$ cat config.mk
export PLATFORM = sky130hd
export DESIGN_NAME = fifo_pkt_writer
export DESIGN_NICKNAME = d
export VERILOG_FILES = /design/src/rtl/fifo_pkg.sv /design/src/rtl/fifo_skid2.sv /design/src/rtl/fifo_pkt_writer.sv
export SDC_FILE = /design/constraint.sdc
export NUM_CORES = 1
export LEC_CHECK = 0
export CORE_ASPECT_RATIO = 0.5
export CORE_MARGIN = 1
export CORE_UTILIZATION = 53
export CTS_CLUSTER_DIAMETER = 50
export DETAILED_ROUTE_END_ITERATION = 8
export GPL_ROUTABILITY_DRIVEN = 0
export GPL_TIMING_DRIVEN = 0
export PLACE_DENSITY = 0.92
export SYNTH_ARGS = -nofsm -noshare
export SYNTH_HDL_FRONTEND = slang
export SYNTH_SLANG_ARGS = --single-unit
export TNS_END_PERCENT = 30
$ cat constraint.sdc
create_clock -name clka -period 3.35 [get_ports clka]
set_input_delay 0.335 -clock clka [delete_from_list [all_inputs] [get_ports clka]]
set_output_delay 0.335 -clock clka [all_outputs]
set_load 0.02 [all_outputs]
$ cat src/rtl/fifo_pkg.sv
// fifo_pkg: shared FSM state type, data width default and checksum clear value
package fifo_pkg;
  localparam int DSIZE_DEF = 8;
  localparam int CHK_CLR = 0;
  typedef enum logic [1:0] {IDLE, PAYLOAD, TRAILER} state_t;
endpackage

$ cat src/rtl/fifo_skid2.sv
// fifo_skid2: 2-entry in-order buffer with push/pop, occupancy count and head entry
module fifo_skid2 #(
  parameter int W = 9
) (
  input  logic         clka,
  input  logic         rstna,
  input  logic         push,
  input  logic         pop,
  input  logic [W-1:0] din,
  output logic [1:0]   count,
  output logic [W-1:0] head
);
  logic [W-1:0] mem [2];
  logic rd, wr;
  assign head = mem[rd];
  always_ff @(posedge clka or negedge rstna) begin
    if (!rstna) begin
      mem[0] <= '0;
      mem[1] <= '0;
      rd <= 1'b0;
      wr <= 1'b0;
      count <= 2'd0;
    end else begin
      if (push) begin
        mem[wr] <= din;
        wr <= ~wr;
      end
      if (pop) rd <= ~rd;
      count <= count + {1'b0, push} - {1'b0, pop};
    end
  end
endmodule

$ cat src/rtl/fifo_pkt_writer.sv
// fifo_pkt_writer: packet source to async-FIFO write port; FIFO_PKT_WRITER_CHKSUM_EN appends an XOR trailer byte
module fifo_pkt_writer import fifo_pkg::*; #(
  parameter int DSIZE = DSIZE_DEF,
  parameter int CNTW = 16
) (
  input  logic             clka,
  input  logic             rstna,
  input  logic             s_valid,
  output logic             s_ready,
  input  logic [DSIZE-1:0] s_data,
  input  logic             s_last,
  input  logic             fulla,
  output logic             wreqa,
  output logic [DSIZE-1:0] wdata,
  output logic [CNTW-1:0]  pkt_cnt,
  output logic             busy
);
  state_t state, state_nxt;
  logic [1:0] count;
  logic [DSIZE:0] head, din;
  logic acc, push;
  assign s_ready = (count != 2'd2) && (state != TRAILER);
  assign acc = s_valid && s_ready;
  assign wreqa = (count != 2'd0) && !fulla;
  assign wdata = head[DSIZE-1:0];
  assign busy = (state != IDLE) || (count != 2'd0);
`ifdef FIFO_PKT_WRITER_CHKSUM_EN
  logic [DSIZE-1:0] chk;
  logic push_trl;
  assign push_trl = (state == TRAILER) && (count != 2'd2);
  assign push = acc || push_trl;
  assign din = push_trl ? {1'b1, chk} : {1'b0, s_data};
  always_ff @(posedge clka or negedge rstna) begin
    if (!rstna) chk <= DSIZE'(CHK_CLR);
    else if (push_trl) chk <= DSIZE'(CHK_CLR);
    else if (acc) chk <= chk ^ s_data;
  end
  always_comb begin
    state_nxt = state;
    state_nxt = (state == TRAILER) ? (push_trl ? IDLE : TRAILER) :
                !acc ? state : s_last ? TRAILER : PAYLOAD;
  end
`else
  assign push = acc;
  assign din = {s_last, s_data};
  always_comb begin
    state_nxt = state;
    state_nxt = !acc ? state : s_last ? IDLE : PAYLOAD;
  end
`endif
  // head[DSIZE] flags the byte that completes a packet
  always_ff @(posedge clka or negedge rstna) begin
    if (!rstna) begin
      state <= IDLE;
      pkt_cnt <= '0;
    end else begin
      state <= state_nxt;
      if (wreqa && head[DSIZE]) pkt_cnt <= pkt_cnt + CNTW'(1);
    end
  end
  fifo_skid2 #(.W(DSIZE + 1)) u_buf (
    .clka (clka),
    .rstna(rstna),
    .push (push),
    .pop  (wreqa),
    .din  (din),
    .count(count),
    .head (head)
  );
endmodule

Word level (Yosys, flattened, before mapping). Index checks and enable logic that the tools add are counted.

Register bits after elaboration: 40. Bits of input ports: 13. Output and inout port bits: 27. Word-level logic and storage cells: 35.

Reduce and logical (&&, ||, !) cells: 9. Equality and inequality tests: 2. Bitwise logic cells: 4. Order comparisons: 3. Multiplexer cells: 7. Add/subtract/negate cells: 3.

Operators by type and width (count): 9-bit two-way mux (4); 18-bit bitwise mux (1); 16-bit by 1-bit adder with 16-bit output (second input constant) (1); 9-bit demux with 1-bit select (1); 1-bit logical AND (5); 2-bit greater-or-equal comparator (second input constant) (2); 2-bit != test (second input constant) (2); 1-bit inverter with 2-bit output (2); 2-bit nonzero test (2); 2-bit by 1-bit adder with 2-bit output (1); 2-bit by 1-bit < comparator with 1-bit output (second input constant) (1); 1-bit inverter (2); 2-bit by 1-bit subtractor with 2-bit output (1); 1-bit zero test (1); 1-bit logical OR (1); 1-bit two-way mux (1).

Longest topological paths before layout. Gate-level depths: netlist (run 1).

Depth after elaboration: 6. Depth in mapped cells: 7. Mapped depth without buffers: 6.

Hierarchy. Synthesis (run 1) repeated with hierarchy kept, for this count alone.

Cell total of the unflattened synthesis: 128. Area total of the unflattened synthesis: 1749.2 µm².

Modules (own cells, without submodules): fifo_skid2 (instances 1, seq. area each 550.5 µm², cells an instance 61, area each 958.4 µm²); fifo_pkt_writer (instances 1, seq. area each 425.4 µm², cells an instance 67, area each 790.8 µm²).

Least setup slack after synthesis (run 1). OpenSTA, ideal clock, no wires.

Path kind: flip-flop to flip-flop. Start: reg u_buf.count[1]. End: reg u_buf.count[1]. Data required time: 3227 ps. Arrival time: 1495 ps. Stages on the path, launching flop included: 8. Path buffers: 1. Period minus slack after synthesis: 1618 ps. Path slack: 1732 ps. Library setup time: 123 ps. Path through: dfrtp_1 -> o21ba_2 -> buf_4 -> ha_1 -> inv_1 -> ha_1 -> xnor2_1 -> xnor2_1.

Elaborated cells on any way between the ends: 7. Classes of those cells: add/sub (2); eq/ne (1); reduce/logical (4).

RTL lines: start: declaration (line fifo_skid2.sv:10) `output logic [1:0] count,`; start signal: assignment (line fifo_skid2.sv:29) `count <= count + {1'b0, push} - {1'b0, pop};`; 2-bit nonzero test (line fifo_pkt_writer.sv:24) `assign wreqa = (count != 2'd0) && !fulla;`; 1-bit logical AND (line fifo_pkt_writer.sv:24); named net wreqa (line fifo_pkt_writer.sv:13) `output logic wreqa,`; 2-bit by 1-bit subtractor with 2-bit output (line fifo_skid2.sv:29).

The timed path passes the listed nets, and every way through them passes these cells. A chain may end at the register's enable or synchronous reset.

Worst setup path in the final report (run 1).
Start: in fulla. End: out wreqa.

Cells in the longest elaborated chain, start to end: 2.

Ends and longest elaborated chain: start: declaration (line fifo_pkt_writer.sv:12) `input logic fulla,`; 1-bit zero test (line fifo_pkt_writer.sv:24); 1-bit logical AND (line fifo_pkt_writer.sv:24); end: declaration (line fifo_pkt_writer.sv:13).

Every way passes these cells.

==> impl_metrics.json, run 1 <==
{
  "rr_endpoint": "u_buf.count[1]",
  "power.switching_w": 0.000707,
  "syn_nets": 151,
  "portBuffers": 39,
  "nets": 197,
  "cp.required_ps": 3010,
  "rows": 14,
  "ant_nets": 0,
  "slew_violations": 0,
  "ys_seq_area_frac": 0.550,
  "antenna_found_initial": 0,
  "clock_sinks": 39,
  "ys_ff_latch": 39,
  "run_status": "finished with violations",
  "swShare": 0.337,
  "ys_async_sr_fraction": 1.00,
  "p_comb_frac": 0.439,
  "synthFlopType": "dfrtp_1",
  "drc_errors": 4,
  "r2r_start": "u_buf.count[1]",
  "overflow": 0,
  "synthesis.area_um2": 1780,
  "cts_made_buffers": 5,
  "ir_worst_vdd_v": 0.000458,
  "routed_wl_um": 3520,
  "post_cts_buffers": 0,
  "cts_resized": 0,
  "cp_cell_sequence": "clkdlybuf4s50_1, o21ba_2, buf_4, clkdlybuf4s50_1",
  "core_um2": 3100,
  "firstDrtPassIters": 6,
  "critPathCaptureType": "primary output",
  "cp_max_fo": 6,
  "cts.hold.buffers_added": 0,
  "worstPathArrival_ps": 1720,
  "slowest_stage": "clkdlybuf4s50_1",
  "p_per_area_nw_per_um2": 901,
  "hold_class": "primary input to async pin",
  "post_drt_wl_per_cell_um": 15.9,
  "violations": "DRC",
  "htreeDepth": 2,
  "most-common-layout-cells": "39 x dfrtp_1, 38 x clkdlybuf4s50_1, 26 x mux2_2",
  "area_delta_synth_final_pct": 31.1,
  "clock_power_share": 0.195,
  "cts_tree": "done",
  "grt_pass1_wl_um": 5870,
  "clockBufferDepth": 2,
  "crit_buf_inv": 3,
  "max_slew_margin": 0.427,
  "setup_ws_ps": 1300,
  "fill_cells": 214,
  "ctsRootBufferMaster": "clkbuf_8",
  "final_common_cell": "dfrtp_1",
  "seqPwrFrac": 0.367,
  "postSynthAreaPerCell_um2": 13.2,
  "dp_hpwl_um": 2370,
  "crit_top_cell": "clkdlybuf4s50_1",
  "synth.distinct_cells": 26,
  "antenna_cells": 0,
  "critPathLaunchType": "primary input",
  "syn_inst": 135,
  "grt_pass1_vias": 1221,
  "regToRegSetupSlack_ps": 1690,
  "worstRegToRegCells": 7,
  "synth_edf_count": 0,
  "whs_ps": 154,
  "start_util": 0.573,
  "num_io_pins": 40,
  "die_y_um": 42.9,
  "setup_tns_ps": 0,
  "maxCapViolCount": 0,
  "intPower_w": 0.00139,
  "clkLatencyLatePin_ps": 290,
  "finClkSkew_ps": 5.89,
  "grt_max_degree": 40,
  "cpPeakStageDelay_ps": 620,
  "tightest_slew_ps": 860,
  "leakagePower_nw": 1.06,
  "routed_via_density": 5.45,
  "dp_slack_ps": 1290,
  "period_share": 0.612,
  "crit_family": "buffers and inverters",
  "rsz0062_at_grt": "false",
  "min_period_ps": 2050,
  "dieWidth_um": 83.9,
  "dieArea_um2": 3600,
  "worstSetupPathType": "primary input to primary output",
  "fmax_mhz": 488,
  "vias": 1211,
  "setup_viol": 0,
  "hold_violations": 0,
  "track_usage": 0.217,
  "ys_warn_count": 0,
  "clk_pin_slew_ps": 70,
  "drtIter0Drc": 38,
  "drive_above_1_share": 0.236
}
through the flow:
stage / area, um^2 / cells / util / total power, W
final: 2330 / 222 / 0.751 / 0.00210
after global routing: 2330 / 222 / 0.751 / 0.00221
after CTS: 2330 / 222 / 0.751 / 0.00211
after detailed placement: 2210 / 214 / 0.713 / 0.00170
after global placement: 2220 / 214 / 0.715 / 0.00166
after floorplan: 1780 / 135 / - / 0.00135
logic make-up after synthesis:
group | synth area share
DFF | 0.550
and+or+nand+nor | 0.133
muxes | 0.171
xor gates and xnor gates | 0.0937
buffers and inverters | 0.0233
adders and majority gates | 0.0211
AOI/OAI and AO/OA | 0.00845
worst max-delay path by stage:
stage,from,end,cells past startpoint
floorplan,u_buf.count[1],u_buf.count[1],7
global placement,rstna,u_buf.mem[1],1
detailed placement,fulla,wreqa,4
CTS,fulla,wreqa,4
global route,u_buf.rd,wdata[4],3
finish,fulla,wreqa,4
cell type report:
class	count	area (um^2)	share of cell area
Inverter	6	22.5	0.00967
Clock inverter	2	35.0	0.0150
Timing Repair Buffer	39	385	0.166
Multi-Input combinational cell	88	758	0.326
Buffer	2	18.8	0.00806
Tap cell	40	50.0	0.0215
Sequential cell	39	976	0.419
Clock buffer	6	82.6	0.0355
power groups by stage:
stage | logic, W | registers [W] | clock network [W]
floorplan | 0.000573 | 0.000777 | 0
global placement | 0.000902 | 0.000759 | 0
finish | 0.000921 | 0.000770 | 0.000408
CTS | 0.000931 | 0.000772 | 0.000410
detailed placement | 0.000923 | 0.000777 | 0
global route | 0.000987 | 0.000798 | 0.000430
registers in the layout, indices dropped and copies added, names as in the netlist:
name and flops:
u_buf.count 2, u_buf.rd 1, u_buf.wr 1, u_buf.mem 18
pkt_cnt 16, state 1
Yosys cell counts, drive strengths merged, types with 3 or more instances:
cell	instances	area (um^2)
xor2	10	87.6
nand2	9	33.8
nor4	3	40.0
dfrtp	39	976
nor2	4	17.5
inv	6	22.5
xnor2	9	78.8
nor3	5	25.0
nand3	6	30.0
mux2	26	293
ha	3	37.5
nand4	3	18.8
metal layers:
| layer | GRT usage | share of wire |
|---|---|---|
| met3 | 0.0525 | 0.028 |
| met5 | 0 | 0 |
| met2 | 0.382 | 0.51 |
| met4 | 0.0724 | 0.016 |
| met1 | 0.267 | 0.44 |
Power figures use the tool's default switching activity.
==> run 2: changes to the inputs <==
--- a/config.mk
+++ b/config.mk
@@ -7,12 +7,12 @@
 export LEC_CHECK = 0
 export CORE_ASPECT_RATIO = 0.5
 export CORE_MARGIN = 1
-export CORE_UTILIZATION = 53
+export CORE_UTILIZATION = 49
 export CTS_CLUSTER_DIAMETER = 50
 export DETAILED_ROUTE_END_ITERATION = 8
 export GPL_ROUTABILITY_DRIVEN = 0
 export GPL_TIMING_DRIVEN = 0
-export PLACE_DENSITY = 0.92
+export PLACE_DENSITY = 0.86
 export SYNTH_ARGS = -nofsm -noshare
 export SYNTH_HDL_FRONTEND = slang
 export SYNTH_SLANG_ARGS = --single-unit
==> constraint.sdc (replaced) <==
create_clock -name clka -period 1.9 [get_ports clka]
set_input_delay 0.19 -clock clka [delete_from_list [all_inputs] [get_ports clka]]
set_output_delay 0.19 -clock clka [all_outputs]
set_load 0.02 [all_outputs]
==> run 2 against run 1 <==
- the run ends with hold timing left
- critical path type is now flip-flop to primary output
- non-clock buffer count unchanged
- total power increased by 76%
- clock skew increased by 1.9 ps
- combinational power is 76% higher
==> impl_metrics.json, run 2 (same netlist as run 1, synthesis figures left out) <==
{
  "drtIter0Drc": 13,
  "overflow": 0,
  "ir_worst_vdd_v": 0.000610,
  "worstPathArrival_ps": 1670,
  "clock_power_share": 0.196,
  "p_per_area_nw_per_um2": 1570,
  "core_um2": 3450,
  "nets": 197,
  "place_area_um2": 2220,
  "cpPeakStageDelay_ps": 530,
  "area_delta_synth_final_pct": 32.5,
  "run_status": "finished with violations",
  "violations": "hold timing",
  "clockBufferDepth": 2,
  "drc_errors": 0,
  "max_slew_margin": 0.446,
  "largest_reg_flops": 18,
  "finClkSkew_ps": 7.82,
  "clk_pin_slew_ps": 80,
  "seqCellArea_um2": 976,
  "dp_hpwl_um": 2220,
  "cts_tree": "done",
  "largest_register": "u_buf.mem",
  "hold_class": "primary input to async pin",
  "dieArea_um2": 3880,
  "startpoint": "u_buf.rd",
  "power.switching_w": 0.00125,
  "die_y_um": 44.6,
  "htreeDepth": 2,
  "fill_cells": 259,
  "swShare": 0.337,
  "cp_cell_sequence": "buf_6, mux2_2, clkdlybuf4s50_1",
  "reg.largest.list": "u_buf.mem x18, pkt_cnt x16, u_buf.count x2",
  "routed_wl_um": 3280,
  "critPathCaptureType": "primary output",
  "leakagePower_nw": 1.10,
  "rr_endpoint": "u_buf.count[1]",
  "grt_pass1_wl_um": 5220,
  "setup_ws_ps": 40.2,
  "worstSetupPathType": "flip-flop to primary output",
  "most-common-layout-cells": "39 x dfrtp_1, 34 x clkdlybuf4s50_1, 26 x mux2_2",
  "clock_sinks": 39,
  "dieWidth_um": 87.1,
  "regToRegSetupSlack_ps": 220,
  "final_common_cell": "dfrtp_1",
  "track_usage": 0.188,
  "slowest_stage": "clkdlybuf4s50_1",
  "firstDrtPassIters": 4,
  "start_util": 0.514,
  "p_total_w": 0.00369,
  "fmax_mhz": 538,
  "multi_input_area_um2": 758,
  "antenna_cells": 0,
  "clkLatencyLatePin_ps": 300,
  "cp.required_ps": 1710,
  "ant_nets": 0,
  "portBuffers": 39,
  "whs_ps": -9.06,
  "critPathLaunchType": "flip-flop",
  "intPower_w": 0.00244,
  "grt_max_degree": 40,
  "tightest_slew_ps": 832,
  "setup_viol": 0,
  "maxCapViolCount": 0,
  "r2r_start": "u_buf.count[1]",
  "instances_no_fill": 233,
  "post_cts_buffers": 0,
  "post_drt_wl_per_cell_um": 14.1,
  "crit_buf_inv": 2,
  "rows": 15,
  "post-route-cell-area_um2": 2350,
  "p_comb_frac": 0.438,
  "dp_slack_ps": 48.6,
  "cp_max_fo": 10,
  "place_inst": 225,
  "drive_above_1_share": 0.236,
  "min_period_ps": 1860,
  "slew_violations": 0,
  "seqPwrFrac": 0.366,
  "hold_violations": 39,
  "ctsRootBufferMaster": "clkbuf_8",
  "antenna_found_initial": 0,
  "num_io_pins": 40,
  "cts_made_buffers": 5,
  "worstRegToRegCells": 7,
  "period_share": 0.979,
  "crit_family": "buffers and inverters",
  "routed_via_density": 5.11,
  "grt_pass1_vias": 1150,
  "vias": 1191
}
[run 2: worst register-to-register path, delay by kind of cell, from the launching register on]
family / cells / cell delay, ps
adder cells (fa/ha/maj): 2 / 460
AO/OA/AOI/OAI: 1 / 220
buffers and inverters: 2 / 210
XOR/XNOR: 2 / 310
flip-flops: 1 / 420
[run 2: per-layer routing]
layer,track usage,part of all wire,vias up
met4,0.108,0.023,0
met5,0,0,-
met1,0.218,0.42,603
li1,-,-,561
met2,0.318,0.52,19
met3,0.0578,0.036,8
[run 2: stage by stage]
| stage | TNS, ps | utilization |
|---|---|---|
| 2_1_floorplan | 0 | - |
| 3_3_place_gp | -9250 | 0.646 |
| 3_5_place_dp | 0 | 0.644 |
| 4_1_cts | 0 | 0.678 |
| 5_1_grt | -34.1 | 0.681 |
| 6_report | 0 | 0.681 |
[run 2: how the worst max path moves through the flow]
stage                           to  slack (ps)  cells after the start
CTS                       wdata[2]           1                      3
global route              wdata[6]         -20                      3
detailed placement  u_buf.count[1]          50                      8
finish                    wdata[6]          40                      3
global placement        pkt_cnt[0]        -240                      1
floorplan           u_buf.count[1]         280                      7
[run 2: repair_timing]
| action | 4_1_cts | 5_1_grt |
|---|---|---|
| setup endpoints to repair | 0 | 4 |
| hold buffers | 0 | 0 |
| gates resized for setup | 0 | 4 |
[run 2: power by group through the flow]
stage               registers (W)  clock network [W]  logic [W]
floorplan                 0.00137                  0    0.00101
global placement          0.00134                  0    0.00159
detailed placement        0.00136                  0    0.00164
CTS                       0.00135           0.000730    0.00166
global route              0.00139           0.000763    0.00175
finish                    0.00135           0.000722    0.00162
[run 2: final cells by class]
type / instances / area share
plain buffers: 2 / 0.00798
clock buffers: 6 / 0.0351
clock inverters: 2 / 0.0149
inverters: 6 / 0.00957
multi-input cells: 88 / 0.322
flip-flops and latches: 39 / 0.415
well taps: 51 / 0.0271
repair buffers: 39 / 0.168
==> run 3: changes to the inputs <==
--- a/config.mk
+++ b/config.mk
@@ -5,15 +5,15 @@
 export SDC_FILE = /design/constraint.sdc
 export NUM_CORES = 1
 export LEC_CHECK = 0
-export CORE_ASPECT_RATIO = 0.5
+export CORE_ASPECT_RATIO = 0.8
 export CORE_MARGIN = 1
-export CORE_UTILIZATION = 49
+export CORE_UTILIZATION = 45
 export CTS_CLUSTER_DIAMETER = 50
 export DETAILED_ROUTE_END_ITERATION = 8
 export GPL_ROUTABILITY_DRIVEN = 0
 export GPL_TIMING_DRIVEN = 0
-export PLACE_DENSITY = 0.86
+export PLACE_DENSITY = 0.84
 export SYNTH_ARGS = -nofsm -noshare
 export SYNTH_HDL_FRONTEND = slang
 export SYNTH_SLANG_ARGS = --single-unit
-export TNS_END_PERCENT = 30
+export TNS_END_PERCENT = 10
==> constraint.sdc (replaced) <==
create_clock -name clka -period 1.56 [get_ports clka]
set_input_delay 0.156 -clock clka [delete_from_list [all_inputs] [get_ports clka]]
set_output_delay 0.156 -clock clka [all_outputs]
set_load 0.02 [all_outputs]
==> run 3 against run 2 <==
- the run still ends with hold timing left
- setup slack worse by 35 ps
- non-clock buffer count up 1
- final area up 0.69%
- first-iteration DRC count rose to 3.1 times the previous value
- global-route usage down 1.1 points
- count of clock-buffer cells in the layout up 2
- flip-flop and latch count unchanged
- critical path depth up 3
- hold slack worse by 20 ps
- sequential power up 24%
- register-to-register slack worse by 220 ps
- critical endpoint is now u_buf.count[1]
- largest cell class unchanged
==> impl_metrics.json, run 3 (same netlist as run 1, synthesis figures left out) <==
{
  "routed_wl_um": 3490,
  "die_y_um": 58.2,
  "hold_class": "primary input to async pin",
  "grt_pass1_wl_um": 5600,
  "fmax_mhz": 643,
  "drtIter0Drc": 40,
  "num_io_pins": 40,
  "antenna_cells": 0,
  "vias": 1184,
  "dieWidth_um": 72.2,
  "dieArea_um2": 4200,
  "htreeDepth": 2,
  "portBuffers": 39,
  "r2r_start": "u_buf.count[1]",
  "worstSetupPathType": "flip-flop to flip-flop",
  "cts.hold.buffers_added": 0,
  "swShare": 0.361,
  "p_comb_frac": 0.443,
  "start_util": 0.470,
  "setup_tns_ps": 0,
  "rows": 20,
  "clock_power_share": 0.169,
  "largest_register": "u_buf.mem",
  "setup_viol": 0,
  "worstPathArrival_ps": 1760,
  "ant_nets": 0,
  "largest_reg_flops": 18,
  "ctsRootBufferMaster": "clkbuf_8",
  "rr_endpoint": "u_buf.count[1]",
  "track_usage": 0.177,
  "worstRegToRegCells": 6,
  "critPathLaunchType": "flip-flop",
  "tightest_slew_ps": 854,
  "routed_via_density": 4.95,
  "grt_max_degree": 40,
  "cp.required_ps": 1760,
  "rsz0062_at_grt": "true",
  "nets": 199,
  "clk_pin_slew_ps": 70,
  "run_status": "finished with violations",
  "finClkSkew_ps": 6.05,
  "whs_ps": -29.3,
  "clock_sinks": 39,
  "hold_violations": 39,
  "drc_errors": 0,
  "clockBufferDepth": 2,
  "regToRegSetupSlack_ps": 5,
  "post_drt_wl_per_cell_um": 14.6,
  "violations": "hold timing",
  "max_slew_margin": 0.431,
  "intPower_w": 0.00276,
  "grt_pass1_vias": 1200,
  "cts_tree": "done",
  "period_share": 0.997,
  "final_common_cell": "dfrtp_1",
  "core_um2": 3780,
  "drive_above_1_share": 0.332,
  "p_per_area_nw_per_um2": 1830,
  "power.switching_w": 0.00156,
  "slew_violations": 0,
  "min_period_ps": 1560,
  "antenna_found_initial": 0,
  "reg.largest.list": "u_buf.mem x18, pkt_cnt x16, u_buf.count x2",
  "ir_worst_vdd_v": 0.000990,
  "most-common-layout-cells": "39 x dfrtp_1, 26 x mux2_2, 24 x clkdlybuf4s50_1",
  "dp_hpwl_um": 2430,
  "firstDrtPassIters": 4,
  "fill_cells": 297,
  "seqPwrFrac": 0.389,
  "maxCapViolCount": 0,
  "critPathCaptureType": "flip-flop",
  "clkLatencyLatePin_ps": 280,
  "cts_made_buffers": 5,
  "cp_max_fo": 6,
  "area_delta_synth_final_pct": 33.4,
  "leakagePower_nw": 1.09,
  "seqCellArea_um2": 976,
  "multi_input_area_um2": 833,
  "overflow": 0
}
==> run 3: changes by cell type in the layout (fill, tap and decap cells not counted), sizes merged, moves of 2 or more <==
| cell | previous run | this run |
|---|---|---|
| clkdlybuf4s50 | 34 | 24 |
| buf | 3 | 13 |
| dlygate4sd2 | 0 | 3 |
| dlymetal6s2s | 4 | 2 |
| clkbuf | 6 | 8 |
==> run 3: metrics by stage <==
step,instances,total power (W),area (um^2),worst slack [ps],utilization
after floorplan,135,0.00293,1790,-19.8,-
after global placement,229,0.00360,2250,-478,0.596
after detailed placement,229,0.00371,2250,-262,0.595
after CTS,237,0.00436,2360,-133,0.625
after global routing,239,0.00459,2370,-46.3,0.627
final,239,0.00433,2370,4.89,0.627
==> run 3: worst max path at each step <==
stage | from | end | slack, ps
finish | u_buf.count[1] | u_buf.count[1] | 5
global route | u_buf.count[1] | u_buf.count[1] | -50
CTS | u_buf.count[0] | u_buf.count[1] | -130
detailed placement | fulla | u_buf.count[1] | -260
global placement | rstna | u_buf.mem[7] | -480
floorplan | u_buf.count[0] | u_buf.count[1] | -20
==> run 3: cell type report <==
cell class                 count  area share
clock buffer                   8      0.0423
tap                           55      0.0291
inverter                       6     0.00951
timing repair buffer          41       0.151
sequential                    39       0.412
multi-input combinational     89       0.352
buffer                         1     0.00475
==> run 3: critical path, stage by stage, from the launching register on <==
cell	delay, ps
dfrtp_1	410
o21ba_4	290
ha_4	270
inv_1	30
ha_2	170
xnor2_2	130
xnor2_1	170
==> run 3: repair_timing <==
action,CTS,global route
buffers inserted,0,2
hold endpoints to repair,0,0
gates cloned,0,1
endpoints found under the setup margin,15,37
pin swaps,1,5
resized for setup,33,18
==> run 3: layer usage <==
layer | track usage | wire (um) | up-vias
li1 | - | - | 561
met1 | 0.218 | 1590 | 602
met2 | 0.299 | 1770 | 17
met3 | 0.0313 | 74 | 4
met4 | 0.0924 | 60 | 0
met5 | 0 | 0 | -
==> run 3: power by group through the flow <==
stage | clock (W) | combinational [W] | sequential, W
final | 0.000729 | 0.00192 | 0.00168
after global routing | 0.000781 | 0.00208 | 0.00173
after CTS | 0.000747 | 0.00195 | 0.00166
after detailed placement | 0 | 0.00202 | 0.00168
after global placement | 0 | 0.00196 | 0.00164
after floorplan | 0 | 0.00126 | 0.00168
